<file path="config.mk">
export PLATFORM = sky130hd
export DESIGN_NAME = rename_alloc
export DESIGN_NICKNAME = d
export VERILOG_FILES = /design/src/rtl/rename_alloc.sv
export SDC_FILE = /design/constraint.sdc
export NUM_CORES = 1
export LEC_CHECK = 0
export BUFFER_PORTS_ARGS = -buffer_cell sky130_fd_sc_hd__buf_2
export CORE_MARGIN = 8
export CORE_UTILIZATION = 35
export DETAILED_ROUTE_END_ITERATION = 7
export PLACE_DENSITY = 0.62
export SYNTH_ARGS = -nofsm -noshare
export SYNTH_HDL_FRONTEND = slang
export SYNTH_SLANG_ARGS = --single-unit
</file>
<file path="constraint.sdc">
create_clock -name Clk -period 2.4 [get_ports Clk]
set_clock_uncertainty 0.05 [all_clocks]
set_input_delay 0 -clock Clk [delete_from_list [all_inputs] [get_ports Clk]]
set_output_delay 0 -clock Clk [all_outputs]
set_load 0.02 [all_outputs]
</file>
<file path="src/rtl/rename_alloc.sv">
// Register-rename allocator: speculative (SRAT) and committed (CRAT) alias tables with free-list handshake.
// Optional macro RENAME_STALLCNT_EN enables the StallCnt input-stall counter.
module rename_alloc #(
  parameter int ARCHNUM  = 24,
  parameter int PREGWIDE = 5
) (
  input  logic                Clk,
  input  logic                Rest,
  input  logic                InValid,
  output logic                InReady,
  input  logic [4:0]          InRj,
  input  logic [4:0]          InRk,
  input  logic [4:0]          InRd,
  input  logic                InRdWen,
  output logic                OutValid,
  input  logic                OutReady,
  output logic [PREGWIDE-1:0] OutPj,
  output logic [PREGWIDE-1:0] OutPk,
  output logic [PREGWIDE-1:0] OutPd,
  output logic [PREGWIDE-1:0] OutOldPd,
  output logic                OutRdWen,
  output logic                FlRable,
  input  logic [PREGWIDE-1:0] FlPreOut,
  input  logic                FlEmpty,
  output logic                FlWable,
  output logic [PREGWIDE-1:0] FlDin,
  input  logic                CmtValid,
  input  logic                CmtRdWen,
  input  logic [4:0]          CmtRd,
  input  logic [PREGWIDE-1:0] CmtPd,
  input  logic [PREGWIDE-1:0] CmtOldPd,
  input  logic                Flush,
  output logic [31:0]         StallCnt
);

  localparam logic [5:0] ARCH_LIM = 6'(ARCHNUM);

  logic [PREGWIDE-1:0] srat_q [ARCHNUM];
  logic [PREGWIDE-1:0] srat_d [ARCHNUM];
  logic [PREGWIDE-1:0] crat_q [ARCHNUM];
  logic [PREGWIDE-1:0] crat_d [ARCHNUM];
  logic                out_valid_q, out_valid_d;
  logic [PREGWIDE-1:0] out_pj_q, out_pj_d, out_pk_q, out_pk_d;
  logic [PREGWIDE-1:0] out_pd_q, out_pd_d, out_old_q, out_old_d;
  logic                out_wen_q, out_wen_d;
  logic                need_s, accept_s, cmt_ok_s, in_ready_s;

  function automatic logic renamed(input logic [4:0] idx);
    return (idx != 5'd0) && ({1'b0, idx} < ARCH_LIM);
  endfunction

  // Boot mapping: arch n takes the n-th nonzero tag that is not 2 mod 4.
  function automatic logic [PREGWIDE-1:0] reset_tag(input int arch);
    int                  seen;
    logic [PREGWIDE-1:0] tag;
    seen = 0;
    tag  = {PREGWIDE{1'b0}};
    for (int t = 1; t < (1 << PREGWIDE); t++) begin
      if ((t % 4) != 2) begin
        seen = seen + 1;
        if (seen == arch) tag = PREGWIDE'(t);
      end
    end
    return tag;
  endfunction

  assign need_s     = InRdWen && renamed(InRd);
  assign in_ready_s = Rest && (!out_valid_q || OutReady) && !(need_s && FlEmpty) && !Flush;
  assign accept_s   = InValid && in_ready_s;
  assign cmt_ok_s   = Rest && CmtValid && CmtRdWen && renamed(CmtRd);

  assign InReady  = in_ready_s;
  assign FlRable  = accept_s && need_s;
  assign FlWable  = cmt_ok_s;
  assign FlDin    = cmt_ok_s ? CmtOldPd : {PREGWIDE{1'b0}};
  assign OutValid = out_valid_q;
  assign OutPj    = out_pj_q;
  assign OutPk    = out_pk_q;
  assign OutPd    = out_pd_q;
  assign OutOldPd = out_old_q;
  assign OutRdWen = out_wen_q;

  // Next-state for alias tables and the output stage.
  always_comb begin
    srat_d      = srat_q;
    crat_d      = crat_q;
    out_valid_d = out_valid_q;
    out_pj_d    = out_pj_q;
    out_pk_d    = out_pk_q;
    out_pd_d    = out_pd_q;
    out_old_d   = out_old_q;
    out_wen_d   = out_wen_q;
    if (cmt_ok_s) begin
      crat_d[CmtRd] = CmtPd;
    end else begin
      crat_d = crat_q;
    end
    if (Flush) begin
      // Recover from committed state, including this cycle's retirement.
      srat_d = crat_q;
      if (cmt_ok_s) srat_d[CmtRd] = CmtPd;
      out_valid_d = 1'b0;
    end else if (accept_s) begin
      out_valid_d = 1'b1;
      out_pj_d    = renamed(InRj) ? srat_q[InRj] : {PREGWIDE{1'b0}};
      out_pk_d    = renamed(InRk) ? srat_q[InRk] : {PREGWIDE{1'b0}};
      out_pd_d    = need_s ? FlPreOut : {PREGWIDE{1'b0}};
      out_old_d   = need_s ? srat_q[InRd] : {PREGWIDE{1'b0}};
      out_wen_d   = need_s;
      if (need_s) srat_d[InRd] = FlPreOut;
    end else if (OutReady) begin
      out_valid_d = 1'b0;
    end else begin
      out_valid_d = out_valid_q;
    end
  end

  // State registers.
  always_ff @(posedge Clk or negedge Rest) begin
    if (!Rest) begin
      for (int i = 0; i < ARCHNUM; i++) begin
        srat_q[i] <= reset_tag(i);
        crat_q[i] <= reset_tag(i);
      end
      out_valid_q <= 1'b0;
      out_pj_q    <= {PREGWIDE{1'b0}};
      out_pk_q    <= {PREGWIDE{1'b0}};
      out_pd_q    <= {PREGWIDE{1'b0}};
      out_old_q   <= {PREGWIDE{1'b0}};
      out_wen_q   <= 1'b0;
    end else begin
      srat_q      <= srat_d;
      crat_q      <= crat_d;
      out_valid_q <= out_valid_d;
      out_pj_q    <= out_pj_d;
      out_pk_q    <= out_pk_d;
      out_pd_q    <= out_pd_d;
      out_old_q   <= out_old_d;
      out_wen_q   <= out_wen_d;
    end
  end

`ifdef RENAME_STALLCNT_EN
  logic [31:0] stall_cnt_q, stall_cnt_d;

  // Saturating count of cycles where decode offers but is refused.
  always_comb begin
    stall_cnt_d = stall_cnt_q;
    if (InValid && !in_ready_s && (stall_cnt_q != 32'hFFFF_FFFF)) begin
      stall_cnt_d = stall_cnt_q + 32'd1;
    end else begin
      stall_cnt_d = stall_cnt_q;
    end
  end

  // Stall counter register.
  always_ff @(posedge Clk or negedge Rest) begin
    if (!Rest) begin
      stall_cnt_q <= 32'd0;
    end else begin
      stall_cnt_q <= stall_cnt_d;
    end
  end

  assign StallCnt = stall_cnt_q;
`else
  assign StallCnt = 32'd0;
`endif

endmodule
</file>
# After elaboration in Yosys (flattened, before gate mapping)
# Cells that the tools add are included.
# op_classes
n_bitwise	5
magnitude_cmp	10
muxes	27
n_reduce_logical	29
# ops
operator	count
$mux W120	4
$bwmux W120	2
$bmux W5 S5	3
$mux W5	13
$demux W5 S5	2
$ge A6 B6 Y1 const B	4
$not A5 Y6	4
$lt A5 B5 Y1 const B	4
$reduce_bool A5 Y1	4
$logic_and A1 B1 Y1	16
$lt A6 B1 Y1 const B	2
$reduce_and A2 Y1	2
$reduce_bool A2 Y1	2
$logic_not A1 Y1	3
$mux W1	3
$reduce_bool A3 Y1	1
$logic_or A1 B1 Y1	1
$not A1 Y1	1
# word_totals
word_cells	125
in_bits	44
reg_bits	262

# Logic depth before layout (Yosys ltp)
# logic_depth
word_depth	10
ltp_mapped	10
depth_no_buf	5

# Worst setup path before layout
# No wires, ideal clock.
# synth_path
path_type	register to register
start	register out_valid_q (netlist: OutValid)
end	register srat_q[10] (netlist name)
required_ps	2225
stages_incl_launch_ff	7
period_less_slack_ps	2080
n_path_buf	1
arrival_time_ps	1905
path_slack_ps	320
cell_sequence	dfrtp_1 nand2b_1 nand4_1 nor3b_4 buf_4 a21oi_4 mux2_2
# synth_via
elab_chain_cells	8
# synth_lines
element	line	rtl
start, declared	42	logic out_valid_q, out_valid_d;
start signal, assigned	134	out_valid_q <= out_valid_d;
$logic_not A1 Y1	68	assign in_ready_s = Rest && (!out_valid_q || OutReady) && !(need_s && FlEmpty) && !Flush;
$logic_or A1 B1 Y1	68	
$logic_and A1 B1 Y1 (3 in a row)	68	
$logic_and A1 B1 Y1	69	assign accept_s = InValid && in_ready_s;
$reduce_bool A2 Y1 (no source line)	--	
$reduce_and A2 Y1 (no source line)	--	
end signal, assigned by index	122	srat_q[i] <= reset_tag(i);
end signal, assigned	132	srat_q <= srat_d;
end, declared	38	logic [PREGWIDE-1:0] srat_q [ARCHNUM];
# No other way between the ends.
# A chain may end at the register's enable or synchronous reset.

# Worst setup path in the final report
# layout_path
start	register out_valid_q (netlist: OutValid)
end	output FlRable
# layout_via
elab_chain_cells	7
# layout_lines
element	line	rtl
$logic_not A1 Y1	68	
$logic_or A1 B1 Y1	68	
$logic_and A1 B1 Y1 (3 in a row)	68	
$logic_and A1 B1 Y1	69	
$logic_and A1 B1 Y1	73	assign FlRable = accept_s && need_s;
end, declared	22	output logic FlRable,
# No other way between the ends.

==> impl_metrics.py <==
metrics = {
    "finish": {
        "n_antenna_cell": 0,
        "final_common_cell": "mux2_2",
        "most-common-layout-cells": "mux2_2 (230), dfrtp_1 (142), dfstp_2 (120), mux2i_1 (109), nor2_1 (87)",
        "nets": 1461,
        "syn2layout_area_growth_pct": 15.0,
        "layout-drive-gt1-share_pct": 41.7,
        "fin_util_pct": 40.4,
    },
    "detailed_routing": {
        "dr.first_iter.drc_count": 1251,
        "route.detailed.drc": 0,
        "vias": 12100,
        "first_pass_iters": 5,
        "via_per_inst": 5.94,
        "totalWireLength_um": 52900,
        "wire_per_inst_um": 26.0,
        "ant_nets": 0,
    },
    "sta": {
        "fin_crit_sh_pct": 92.5,
        "fmax_mhz": 450,
        "rsz0062_at_grt": "false",
        "fin_ws_ns": 0.180,
        "drv_slew": 0,
        "worst_slew_pin_slew_ns": 0.852,
        "finalHoldViolations": 0,
        "fin_crit_ns": 2.22,
        "max-slew-margin-rel_pct": 43.2,
        "setup_violations": 0,
        "setup_tns_ns": 0,
    },
    "logic_synthesis": {
        "yosysUniqueCellTypes": 47,
        "syn-cell-area_mm2": 0.0154,
        "ys_seq_area_share_pct": 43.5,
        "synth_edf_count": 0,
        "synth_top_area_share_pct": 23.0,
        "async_reset_ff_share_pct": 100,
        "syn_area_per_cell_um2": 11.5,
        "yosys_warnings": 0,
        "synthFlopType": "dfrtp_1",
        "yosysTopAreaCell": "dfrtp_1",
        "netlist_instances": 1335,
        "ys_ff_latch": 262,
        "synth.area.top_cells": "dfrtp_1 (23%), dfstp_2 (20%), mux2_2 (17%)",
    },
    "clock_tree": {
        "cts_sinks": 262,
        "clk_pin_slew_worst_paths_ns": 0.06,
        "cts_root_buffer": "clkbuf_16",
        "insertion_delay_ns": 0.58,
        "htree_levels": 1,
        "numCtsBuffers": 29,
        "holdBufCountCts": 19,
        "cts_tree": "built",
        "cts_resized": 0,
        "clock_path_buffers": 3,
        "cts_setup_buffers": 0,
    },
    "power_and_ir_drop": {
        "ir_drop_v": 0.000401,
        "powerDensity_mw_per_mm2": 651,
        "p_leak_nw": 7.76,
    },
    "die": {
        "io_pins": 106,
        "dieArea_mm2": 0.0510,
        "fp-row-count": 77,
        "die_y_um": 226,
        "start_util_pct": 35.2,
        "die_w_um": 226,
        "coreArea_mm2": 0.0438,
    },
    "worst_setup_path": {
        "worstPathArrival_ns": 2.17,
        "worst-path-max-fanout": 19,
        "crit_start": "OutValid",
        "crit_type": "reg -> out",
        "start_kind": "register",
        "critPathCaptureType": "output port",
        "r2r-start": "OutValid",
        "cp_data_required_time_ns": 2.35,
    },
    "global_route": {
        "grt_antenna_before_repair": 2,
        "grt_max_degree": 146,
        "grt_pass1_vias": 12200,
        "track_usage_pct": 20.4,
        "grt_pass1_wl_um": 78700,
        "grt-ovfl-total": 0,
    },
    "flow_run": {
        "drv_cap": 0,
    },
    "placement": {
        "hpwl_um": 39100,
        "portBuffers": 73,
        "dp_slack_ns": 0.193,
        "gp_congestion": 0.952,
    },
    "min_path": {
        "min_path_type": "in -> async",
    },
    "status": {
        "status": "finished clean",
    },
}
Yosys cell counts (all sizes together), types with 3 or more instances:
cell type / n
a211o: 12
a21o: 4
a21oi: 44
a221o: 60
a22o: 5
a22oi: 27
a2bb2oi: 25
a31oi: 39
a32oi: 3
and2: 5
and3: 9
buf: 67
clkbuf: 74
dfrtp: 142
dfstp: 120
inv: 3
mux2: 230
mux2i: 109
mux4: 44
nand2: 60
nand2b: 10
nand3: 69
nand3b: 3
nand4: 8
nor2: 87
nor2b: 19
nor3: 15
nor3b: 6
nor4: 3
o21ai: 13
or2: 4
through the flow:
stage / power, W / instances / instance area, um^2 / hold WS [ns]
6_report: 0.0115 / 2031 / 17700 / 0.00876
5_1_grt: 0.0119 / 2031 / 17700 / 0.00345
4_1_cts: 0.0116 / 2031 / 17700 / 0.00150
3_5_place_dp: 0.00700 / 1959 / 16600 / -0.190
3_3_place_gp: 0.00696 / 1959 / 16600 / -0.188
2_1_floorplan: 0.00628 / 1366 / 15500 / -0.346
sequential cells by signal, indices dropped and copies added (netlist names):
signal,cells
OutOldPd,5
crat_q,120
OutRdWen,1
OutPk,5
OutValid,1
OutPd,5
OutPj,5
srat_q,120
logic make-up (layout without fill, tap and decap cells):
family,count (synthesis),after routing,share of synthesized area (%)
compound gates,240,240,12.2
other cells,1,32,0.0243
flops,262,262,43.5
mux,383,383,30.3
buf+inv,144,217,4.46
simple gates,305,305,9.55
worst max-delay path: stages, from the launching register on:
cell and delay, ns:
dfrtp_1 0.37, nand2b_1 0.12, nand4_1 0.33, nor3b_4 0.34, buf_12 0.24, buf_2 0.20
power by group:
part | switching, W | leakage (nW) | internal, W | total (W)
Combinational | 0.00106 | 4.12 | 0.000781 | 0.00184
Clock | 0.00190 | 0.469 | 0.00264 | 0.00454
Sequential | 0.000291 | 3.17 | 0.00486 | 0.00515
metal layers:
metal / wire length (um) / up-vias / track usage [%]
li1: - / 5172 / -
met1: 22800 / 6192 / 27.9
met2: 23700 / 570 / 31.9
met3: 4280 / 116 / 4.03
met4: 2070 / 4 / 7.27
met5: 31 / - / 0
cell type report:
class | count | area, um^2
Timing Repair Buffer | 161 | 1160
Multi-Input combinational cell | 960 | 8140
Inverter | 3 | 11.3
Clock buffer | 40 | 837
Clock inverter | 13 | 129
Fill cell | 4204 | 26100
Tap cell | 592 | 741
Sequential cell | 262 | 6710
final timing paths:
kind / endpoint / slack (ns) / cells after the start
worst max-delay path: FlRable / 0.18 / 5
worst min-delay path: crat_q[68] / 0.009 / 2
worst max register to register: srat_q[104] / 0.29 / 6
worst min register to register: crat_q[118] / 0.32 / 0
max in group asynchronous: crat_q[77] / 0.74 / 5
min in group Clk: crat_q[9] / 0.05 / 4
Power figures use the tool's default switching activity.
